<file path="src/rtl/pc_stack.sv">
// rtl/pc_stack.sv - program counter with return-address stack; PC_STACK_GUARD_EN selects overflow/underflow guarding
module pc_stack #(
  parameter int WIDTH = 16,
  parameter int DEPTH = 8
) (
  input  logic                     clk,
  input  logic                     rst_n,
  input  logic                     inc,
  input  logic                     load,
  input  logic [WIDTH-1:0]         load_addr,
  input  logic                     call,
  input  logic [WIDTH-1:0]         call_addr,
  input  logic                     ret,
  output logic [WIDTH-1:0]         pc,
  output logic [$clog2(DEPTH):0]   sp,
  output logic                     empty,
  output logic                     full,
  output logic                     err
);

  localparam int AW = $clog2(DEPTH);
  localparam int SW = AW + 1;
  localparam logic [SW-1:0] SP_FULL = SW'(DEPTH);

  logic [WIDTH-1:0] pc_q, pc_d;
  logic [SW-1:0]    sp_q, sp_d;
  logic [WIDTH-1:0] stack_q [DEPTH];
  logic [WIDTH-1:0] stack_d [DEPTH];
  logic [WIDTH-1:0] ret_addr;
  logic [SW-1:0]    sp_m1;
  logic             is_empty;
  logic             is_full;
`ifdef PC_STACK_GUARD_EN
  logic             err_q, err_d;
`endif

  assign is_empty = (sp_q == '0);
  assign is_full  = (sp_q == SP_FULL);
  assign ret_addr = pc_q + WIDTH'(1);
  assign sp_m1    = sp_q - SW'(1);

  // Next-state decode: one operation per cycle, call > ret > load > inc > hold.
  always_comb begin
    pc_d    = pc_q;
    sp_d    = sp_q;
    stack_d = stack_q;
`ifdef PC_STACK_GUARD_EN
    err_d   = err_q;
`endif
    if (call) begin
      if (!is_full) begin
        stack_d[sp_q[AW-1:0]] = ret_addr;
        sp_d                  = sp_q + SW'(1);
        pc_d                  = call_addr;
      end else begin
`ifdef PC_STACK_GUARD_EN
        // Overflow is refused outright; only the sticky flag records it.
        err_d = 1'b1;
`else
        // Overflow drops the oldest return address so the newest nest still returns.
        for (int i = 0; i < DEPTH - 1; i++) begin
          stack_d[i] = stack_q[i+1];
        end
        stack_d[DEPTH-1] = ret_addr;
        pc_d             = call_addr;
`endif
      end
    end else if (ret) begin
      if (!is_empty) begin
        pc_d = stack_q[sp_m1[AW-1:0]];
        sp_d = sp_m1;
      end else begin
`ifdef PC_STACK_GUARD_EN
        err_d = 1'b1;
`else
        pc_d = '0;
`endif
      end
    end else if (load) begin
      pc_d = load_addr;
    end else if (inc) begin
      pc_d = pc_q + WIDTH'(1);
    end
  end

  // Program counter and stack pointer registers.
  always_ff @(posedge clk or negedge rst_n) begin
    if (!rst_n) begin
      pc_q <= '0;
      sp_q <= '0;
    end else begin
      pc_q <= pc_d;
      sp_q <= sp_d;
    end
  end

  // Stack storage is not reset; entries are only read after being pushed.
  always_ff @(posedge clk) begin
    stack_q <= stack_d;
  end

`ifdef PC_STACK_GUARD_EN
  // Sticky misuse flag, cleared only by reset.
  always_ff @(posedge clk or negedge rst_n) begin
    if (!rst_n) begin
      err_q <= 1'b0;
    end else begin
      err_q <= err_d;
    end
  end

  assign err = err_q;
`else
  assign err = 1'b0;
`endif

  assign pc    = pc_q;
  assign sp    = sp_q;
  assign empty = is_empty;
  assign full  = is_full;

endmodule

</file>
<file path="config.mk">
export PLATFORM = sky130hd
export DESIGN_NAME = pc_stack
export DESIGN_NICKNAME = d
export VERILOG_FILES = /design/src/rtl/pc_stack.sv
export SDC_FILE = /design/constraint.sdc
export NUM_CORES = 1
export LEC_CHECK = 0
export ABC_AREA = 0
export CAP_MARGIN = 20
export CORE_AREA = 2 2 123 125
export CTS_BUF_LIST = sky130_fd_sc_hd__clkbuf_4 sky130_fd_sc_hd__clkbuf_8 sky130_fd_sc_hd__clkbuf_16
export CTS_CLUSTER_DIAMETER = 30
export CTS_CLUSTER_SIZE = 25
export DETAILED_ROUTE_END_ITERATION = 12
export DIE_AREA = 0 0 125 127
export PLACE_DENSITY = 0.74
export SLEW_MARGIN = 30
export SYNTH_ARGS = -nofsm -noshare
export SYNTH_HDL_FRONTEND = slang
export SYNTH_SLANG_ARGS = --single-unit
</file>
<file path="constraint.sdc">
create_clock -name clk -period 3.4 [get_ports clk]
set_clock_uncertainty 0.05 [all_clocks]
set_input_delay 0.51 -clock clk [delete_from_list [all_inputs] [get_ports clk]]
set_output_delay 0.51 -clock clk [all_outputs]
set_load 0.02 [all_outputs]
</file>
==> results of run 1 <==
[how the worst max path moves through the flow]
stage | end | slack [ps] | startpoint | cells after the start
global placement | pc[2] | 680 | call | 6
detailed placement | pc[2] | 580 | call | 6
finish | empty | 290 | sp[1] | 5
CTS | empty | 300 | sp[1] | 5
global route | empty | 220 | sp[1] | 5
floorplan | stack_q[0] | 570 | sp[0] | 9
[cell usage in the layout (no fill, tap or decap), types with 6 or more instances in the layout]
| cell | n |
|---|---|
| a2111oi_0 | 6 |
| a21oi_1 | 6 |
| a22oi_1 | 9 |
| a31oi_1 | 24 |
| buf_4 | 26 |
| clkbuf_16 | 21 |
| clkdlybuf4s50_1 | 58 |
| dfrtp_1 | 19 |
| edfxtp_1 | 128 |
| inv_1 | 7 |
| mux2i_1 | 18 |
| mux4_2 | 21 |
| nand2_1 | 132 |
| nand3_1 | 14 |
| nor2_1 | 41 |
| nor3_1 | 6 |
| o21ai_0 | 117 |
| o22ai_1 | 15 |
| xnor2_1 | 13 |
[registers in the layout, summed over array words and instances (netlist names)]
register / count
sp: 4
pc: 16
stack_q: 128
[cells by family after synthesis]
group | Yosys count
other | 1
AO/OA/AOI/OAI | 210
adder cells (fa/ha/maj) | 3
buffers and inverters | 65
XOR/XNOR | 18
flip-flops | 148
multiplexers | 40
AND/OR/NAND/NOR | 222
[worst reg2reg max path: stages, from the launching register on]
cell,delay [ps]
dfrtp_1,490
inv_1,160
ha_2,750
buf_4,360
nor2b_1,80
a2111oi_0,450
a31oi_1,80
nand3_1,190
a21oi_1,90
[metrics by stage]
stage | power, uW | hold slack, ps
6_report | 8710 | -25.4
5_1_grt | 9100 | 4.14
4_1_cts | 8660 | 499
3_5_place_dp | 6740 | 486
3_3_place_gp | 6640 | 475
2_1_floorplan | 5350 | 164
[report_power, final]
part,switching (uW),internal [uW]
Clock,733,1190
Sequential,355,2670
Combinational,2370,1400
[routing by layer]
metal	vias up	part of all wire	GRT usage
li1	2751	-	-
met1	3065	0.39	0.372
met3	70	0.095	0.0691
met4	0	0.038	0.134
met5	-	0	0
met2	395	0.48	0.460
[area by class of cell]
| type | count | area (um2) | area share |
|---|---|---|---|
| clock buffers | 27 | 589 | 0.0645 |
| clock inverters | 5 | 30.0 | 0.00329 |
| inverters | 10 | 38.8 | 0.00425 |
| multi-input cells | 494 | 3100 | 0.339 |
| flip-flops and latches | 148 | 4350 | 0.476 |
| well taps | 184 | 230 | 0.0252 |
| repair buffers | 86 | 801 | 0.0876 |
==> run_results.csv, run 1 <==
group,metric,value,unit
critical_path,crit_path_end_kind,"primary output",
critical_path,r2r_cells,8,
finish,stdcell_area,9140,um2
sta,finalHoldViolCount,20,
synth,netlist_instances,707,
die,die_w,125,um
route,dr.pass1.iters,5,
sta,slew_headroom,0.369,
critical_path,worstReg2RegEnd,"pc[0]",
cts,cts_resized,0,
cts,cts_buffers,17,
critical_path,cp_top_family,"buffers and inverters",
synth,synth_top_area_cell,"edfxtp_1",
route,drtIter0Drc,750,
synth,synth_top_area_share,0.500,
global_route,grt_usage,0.286,
power_and_ir_drop,power_density,954,nW/um2
synth,synthXorXnorAreaFrac,0.0215,
finish,nNetsFinal,798,
finish,final_util,0.633,
finish,layout-drive-gt1-share,0.127,
synth,synthAdderAreaFrac,0.00488,
global_route,grt_start_max_net_pins,69,
synth,yosys-mux-area-fraction,0.0863,
critical_path,cp-start-kind,"flop",
synth,syn_area,7690,um2
critical_path,crit_slowest_cell,"clkdlybuf4s50_1",
cts,cts_tree,"done",
critical_path,path_common_cell,"inv_1",
place,place_inst,922,
synth,synth_edf_count,128,
sta,fin_hold_ws,-25.4,ps
cts,hold_buffers,0,
synth,synth_seq_cells,148,
place,dpl.hpwl,14.5,mm
sta,worstMarginPinSlew,939,ps
run_status,violations,"hold timing",
critical_path,arrival,2550,ps
die,core,14400,um2
synth,ys_seq_area_frac,0.565,
route,wl,22.3,mm
sta,fmax,0.321,GHz
synth,synthDistinctLibCells,59,
sta,setup_viol,0,
critical_path,crit_type,"flop to primary output",
worst_hold_path,hp-class,"input port to asynchronous set/reset pin",
synth,synthesis.nets,748,
power_and_ir_drop,peakVddDrop,521,uV
sta,post-route-min-period,3110,ps
sta,drv_slew,0,
synth,synthFlopType,"edfxtp_1",
critical_path,critPathBufInv,3,
synth,synth_commonest_cells,"nand2_1 (132), edfxtp_1 (128), o21ai_0 (117), nor2_1 (41), clkbuf_1 (36)",
die,die_h,127,um
cts,cts_max_path_buffers,2,
synth,synth_compound_area_frac,0.161,
global_route,grt_pass1_wl,34.7,mm
job,drv_cap,0,
route,antenna_left,0,
sta,rsz0062_at_grt,"no",
synth,synth_area_leaders,"edfxtp_1 (50%), o21ai_0 (7.6%), dfrtp_1 (6.5%)",
place,place_area,8520,um2
sta,min_period_over_period,0.916,
die,row_count,44,
global_route,grt_pass1_vias,6174,
route,drc,0,
finish,areaGrowthSynthToFinish,18.7,%
synth,synth_top_family_by_area,"compound AO/OA/AOI/OAI gates",
cts,clk_pin_slew,60,ps
synth,synth.avg_cell_area,10.9,um2
die,fp.dieArea,15900,um2
global_route,grt_antenna_before_repair,0,
synth,synth-simple-area-share,0.127,
sta,fin_tns_setup,0,ps
finish,fillers,1092,
cts,cts_num_sinks,148,
place,dpl_worst_slack,576,ps
synth,synthArstFlopShare,0.135,
synth,yosys_warnings,0,
place,portBuffers,59,
place,gp_congestion,0.911,
sta,finalWorstSetupSlack,287,ps
cts,clock-root-buffer,"clkbuf_16",
die,ios,61,
critical_path,r2r-start,"sp[1]",
route,vias,6281,
route,wire_per_inst,23.4,um
run_status,status,"finished with violations",
cts,postCtsSetupRepairBufs,0,
route,via_per_inst,6.58,
finish,num_antenna_cells,0,
critical_path,crit_chain,"inv_1, ha_2, or3b_2, inv_1, clkdlybuf4s50_1",
critical_path,cpPeakStageDelay,600,ps
finish,fin_cells,954,
critical_path,reg2reg_slack,580,ps
global_route,grt-ovfl-total,0,
die,initial_core_util,0.533,
critical_path,crit_fanout,7,
cts,clkLatencyLatePin,440,ps
cts,cts_max_level,4,
critical_path,critPathRequiredTime,2840,ps
power_and_ir_drop,p_leak,0.00308,uW
synth,synth.most_common_cell,"nand2_1",
Power figures use the tool's default switching activity.
==> run 2, diff against run 1 <==
--- a/config.mk
+++ b/config.mk
@@ -7,13 +7,12 @@
 export LEC_CHECK = 0
 export ABC_AREA = 0
 export CAP_MARGIN = 20
-export CORE_AREA = 2 2 123 125
+export CORE_AREA = 2 2 134 136
 export CTS_BUF_LIST = sky130_fd_sc_hd__clkbuf_4 sky130_fd_sc_hd__clkbuf_8 sky130_fd_sc_hd__clkbuf_16
 export CTS_CLUSTER_DIAMETER = 30
 export CTS_CLUSTER_SIZE = 25
 export DETAILED_ROUTE_END_ITERATION = 12
-export DIE_AREA = 0 0 125 127
-export PLACE_DENSITY = 0.74
+export DIE_AREA = 0 0 136 138
 export SLEW_MARGIN = 30
 export SYNTH_ARGS = -nofsm -noshare
 export SYNTH_HDL_FRONTEND = slang
==> run 2 against run 1 <==
  * Setup slack about the same
  * Cell area increased by 0.60%
  * Register-to-register slack got worse by 100 ps
  * Via count decreased by 3.5%
  * First-iteration DRC count decreased by 19%
  * Largest power group unchanged
  * Flip-flop and latch count unchanged
  * Utilization decreased by 11 points
  * The run now ends clean
  * Cell count increased by 4.8%
  * Worst hold slack improved by 340 ps
==> run_results.csv, run 2 (synthesis gave the netlist of run 1 again) <==
group,metric,value,unit
route,antenna_left,0,
critical_path,reg2reg_slack,480,ps
place,dpl.hpwl,15.3,mm
cts,cts_num_sinks,148,
route,wire_per_inst,22.6,um
die,core,17500,um2
cts,postCtsSetupRepairBufs,0,
finish,fin_cells,1000,
sta,post-route-min-period,3110,ps
cts,cts_tree,"done",
critical_path,crit_start,"sp[1]",
die,initial_core_util,0.439,
sta,finalHoldViolCount,0,
job,drv_cap,0,
route,wl,22.6,mm
cts,clkLatencyLatePin,430,ps
route,via_per_inst,6.06,
route,drc,0,
cts,cts_max_path_buffers,2,
route,vias,6064,
finish,top_register,"stack_q",
critical_path,crit_type,"flop to primary output",
finish,nNetsFinal,799,
power_and_ir_drop,p_int,5180,uW
power_and_ir_drop,peakVddDrop,479,uV
global_route,grt_pass1_vias,6091,
cts,clock-root-buffer,"clkbuf_16",
critical_path,r2r-start,"sp[1]",
cts,clk_pin_slew,60,ps
power_and_ir_drop,p_comb_frac,0.433,
place,place_inst,968,
finish,stdcell_area,9190,um2
die,fp.dieArea,18800,um2
sta,drv_slew,0,
power_and_ir_drop,p_leak,0.00307,uW
finish,largest_reg_flops,128,
die,ios,61,
power_and_ir_drop,power_frac_seq,0.350,
finish,num_antenna_cells,0,
sta,finalWorstSetupSlack,287,ps
cts,hold_buffers,0,
finish,layout-drive-gt1-share,0.127,
run_status,status,"finished clean",
worst_hold_path,hp-class,"input port to asynchronous set/reset pin",
power_and_ir_drop,clockPowerShare,0.217,
sta,worstMarginPinSlew,879,ps
critical_path,crit_fanout,7,
power_and_ir_drop,p_switching,3510,uW
cts,cts_resized,0,
finish,areaGrowthSynthToFinish,19.4,%
finish,final_cell_mix,"nand2_1 (132), edfxtp_1 (128), o21ai_0 (117)",
sta,fin_tns_setup,0,ps
power_and_ir_drop,power_density,945,nW/um2
die,die_h,138,um
route,dr.pass1.iters,5,
sta,min_period_over_period,0.916,
global_route,grt-ovfl-total,0,
global_route,grt_usage,0.247,
critical_path,crit_path_end_kind,"primary output",
place,dpl_worst_slack,551,ps
global_route,grt_pass1_wl,34.7,mm
sta,rsz0062_at_grt,"no",
critical_path,critPathRequiredTime,2840,ps
cts,cts_buffers,17,
finish,final_common_cell,"nand2_1",
critical_path,cp-start-kind,"flop",
place,gp_congestion,0.877,
critical_path,endpoint,"full",
power_and_ir_drop,swShare,0.404,
critical_path,arrival,2550,ps
global_route,grt_antenna_before_repair,0,
sta,setup_viol,0,
place,place_area,8600,um2
global_route,grt_start_max_net_pins,118,
route,drtIter0Drc,611,
sta,fmax,0.321,GHz
critical_path,worstReg2RegEnd,"pc[2]",
cts,cts_max_level,4,
place,portBuffers,59,
sta,slew_headroom,0.410,
die,row_count,49,
die,die_w,136,um
critical_path,r2r_cells,8,
finish,fillers,1567,
[run 2: changes by cell type in the layout (fill, tap and decap cells not counted), sizes merged]
cell | before | now
clkinv | 7 | 10
clkbuf | 27 | 18
bufinv | 0 | 2
clkdlybuf4s50 | 58 | 59
inv | 8 | 10
clkinvlp | 0 | 2
[run 2: critical path, cell delays in order (launching register included)]
cell and delay, ps:
dfrtp_1 450, inv_1 180, ha_2 300, nand3b_1 360, clkinv_2 190, clkdlybuf4s50_1 630
[run 2: metrics by stage]
stage / hold WS (ps) / utilization / total power, uW
after CTS: 311 / 0.524 / 8710
after global routing: 331 / 0.524 / 9120
after global placement: 474 / 0.490 / 6720
after detailed placement: 485 / 0.490 / 6820
after floorplan: 164 / - / 5350
final: 318 / 0.524 / 8690
[run 2: worst min path at each step]
stage,to,depth (start not counted)
6_report,pc[4],1
5_1_grt,pc[4],1
4_1_cts,pc[2],1
3_5_place_dp,stack_q[80],2
3_3_place_gp,stack_q[112],2
2_1_floorplan,pc[0],0
[run 2: area by class of cell]
| type | instances | area, um2 | area share |
|---|---|---|---|
| Sequential cell | 148 | 4350 | 0.473 |
| Multi-Input combinational cell | 494 | 3100 | 0.337 |
| Timing Repair Buffer | 87 | 826 | 0.0898 |
| Clock buffer | 18 | 439 | 0.0478 |
| Tap cell | 229 | 287 | 0.0312 |
| Clock inverter | 14 | 154 | 0.0167 |
| Inverter | 10 | 38.8 | 0.00422 |
[run 2: power groups by stage]
stage / sequential, uW / combinational, uW / clock, uW
floorplan: 3000 / 2350 / 0
global placement: 3040 / 3680 / 0
detailed placement: 3060 / 3760 / 0
CTS: 3030 / 3770 / 1910
global route: 3090 / 4050 / 1980
finish: 3040 / 3760 / 1890
[run 2: layer usage]
metal,track usage,wire [um]
met1,0.324,9410
met2,0.413,11500
met3,0.0418,1170
met4,0.0866,489
met5,0,0
==> run 3, diff against run 2 <==
==> constraint.sdc (replaced) <==
create_clock -name clk -period 3.08 [get_ports clk]
set_clock_uncertainty 0.05 [all_clocks]
set_input_delay 0.616 -clock clk [delete_from_list [all_inputs] [get_ports clk]]
set_output_delay 0.616 -clock clk [all_outputs]
set_load 0.02 [all_outputs]
==> run 3 against run 2 <==
  * Flip-flop and latch count stayed put
  * Largest cell class unchanged
  * Critical path depth did not move
  * Non-clock buffer count increased by 13
  * First-iteration DRC count increased by 14%
  * Clock power rose by 20%
  * Via count up 1.3%
  * Global-route usage up 0.096 points
  * Cell count grew 1.3%
  * Register-to-register slack gained 120 ps
  * Utilization grew 1.1 points
  * Combinational power is 18% higher
  * Largest power group unchanged
==> run_results.csv, run 3 (synthesis gave the netlist of run 1 again) <==
group,metric,value,unit
finish,areaGrowthSynthToFinish,22.0,%
sta,min_period_over_period,0.922,
finish,nNetsFinal,812,
power_and_ir_drop,p_leak,0.00319,uW
finish,num_antenna_cells,0,
finish,final_util,0.535,
die,fp.dieArea,18800,um2
finish,top_register,"stack_q",
global_route,grt_start_max_net_pins,118,
route,drtIter0Drc,698,
critical_path,crit_path_end_kind,"primary output",
cts,cts_num_sinks,148,
place,portBuffers,59,
die,initial_core_util,0.439,
sta,finalHoldViolCount,0,
die,row_count,49,
cts,clkLatencyLatePin,430,ps
route,drc,0,
critical_path,r2r-start,"sp[1]",
die,ios,61,
global_route,grt_usage,0.248,
route,antenna_left,0,
route,dr.pass1.iters,5,
die,core,17500,um2
die,die_h,138,um
cts,cts_max_path_buffers,2,
power_and_ir_drop,power_density,1070,nW/um2
critical_path,r2r_cells,8,
cts,cts_tree,"done",
sta,worstMarginPinSlew,943,ps
critical_path,critPathRequiredTime,2410,ps
finish,final_cell_mix,"nand2_1 (132), edfxtp_1 (128), o21ai_0 (117)",
sta,setup_viol,0,
power_and_ir_drop,peakVddDrop,926,uV
cts,clk_pin_slew,60,ps
critical_path,crit_type,"flop to primary output",
sta,drv_slew,0,
worst_hold_path,hp-class,"input port to asynchronous set/reset pin",
global_route,grt_pass1_wl,34.8,mm
finish,final_common_cell,"nand2_1",
global_route,grt-ovfl-total,0,
global_route,grt_antenna_before_repair,0,
route,wire_per_inst,22.5,um
sta,fmax,0.352,GHz
critical_path,arrival,2170,ps
sta,post-route-min-period,2840,ps
finish,largest_reg_flops,128,
critical_path,cp-start-kind,"flop",
sta,rsz0062_at_grt,"no",
run_status,status,"finished clean",
cts,hold_buffers,0,
cts,cts_max_level,4,
global_route,grt_pass1_vias,5902,
place,dpl.hpwl,15.2,mm
sta,slew_headroom,0.369,
cts,clock-root-buffer,"clkbuf_16",
critical_path,worstReg2RegEnd,"stack_q[120]",
cts,cts_buffers,17,
route,via_per_inst,6.06,
sta,fin_tns_setup,0,ps
place,gp_congestion,0.865,
route,vias,6142,
route,wl,22.8,mm
place,place_inst,981,
finish,fin_cells,1013,
critical_path,crit_fanout,7,
critical_path,reg2reg_slack,600,ps
finish,layout-drive-gt1-share,0.143,
job,drv_cap,0,
die,die_w,136,um
[run 3: worst max-delay path by stage]
stage	end	cells past startpoint	start	slack [ps]
5_1_grt	full	5	sp[1]	140
4_1_cts	empty	5	sp[1]	0.2
2_1_floorplan	stack_q[0]	9	sp[0]	250
6_report	full	5	sp[1]	240
3_3_place_gp	empty	5	sp[1]	400
3_5_place_dp	empty	5	sp[1]	340
[run 3: what timing repair did]
action,CTS,global route
endpoints found under the setup margin,1,1
gates cloned,0,0
buffers inserted,0,0
resized for setup,2,1
[run 3: worst max-delay path, cell delays in order (launching register included)]
cell	delay (ps)
dfrtp_1	470
inv_2	160
ha_4	200
nand3b_1	130
clkinv_2	140
clkdlybuf4s50_1	650
[run 3: per-stage QoR]
stage / total power [uW] / hold slack, ps / worst slack [ps] / area (um2)
6_report: 10000 / 484 / 241 / 9390
5_1_grt: 10500 / 505 / 136 / 9390
2_1_floorplan: 5900 / 270 / 251 / 7690
4_1_cts: 10000 / 482 / 0.209 / 9380
3_3_place_gp: 7630 / 472 / 398 / 8730
3_5_place_dp: 7710 / 487 / 338 / 8730
[run 3: metal layers]
layer  GRT usage  part of all wire  wire length, um  vias to the layer above
met5           0                 0                0                        -
met3      0.0576             0.067             1540                       34
met2       0.390              0.49            11200                      288
met4      0.0883             0.026              586                        0
li1            -                 -                -                     2774
met1       0.338              0.42             9510                     3046
[run 3: cell type report]
| type | instances | area (um2) |
|---|---|---|
| Fill cell | 1555 | 8150 |
| Sequential cell | 148 | 4350 |
| Multi-Input combinational cell | 494 | 3110 |
| Timing Repair Buffer | 100 | 963 |
| Clock buffer | 23 | 489 |
| Tap cell | 229 | 287 |
| Clock inverter | 9 | 151 |
| Inverter | 10 | 38.8 |
[run 3: report_power, final]
group	switching [uW]	internal, uW	leakage (uW)
clock network	814	1440	0.000317
registers	361	2940	0.00143
logic	2720	1720	0.00144
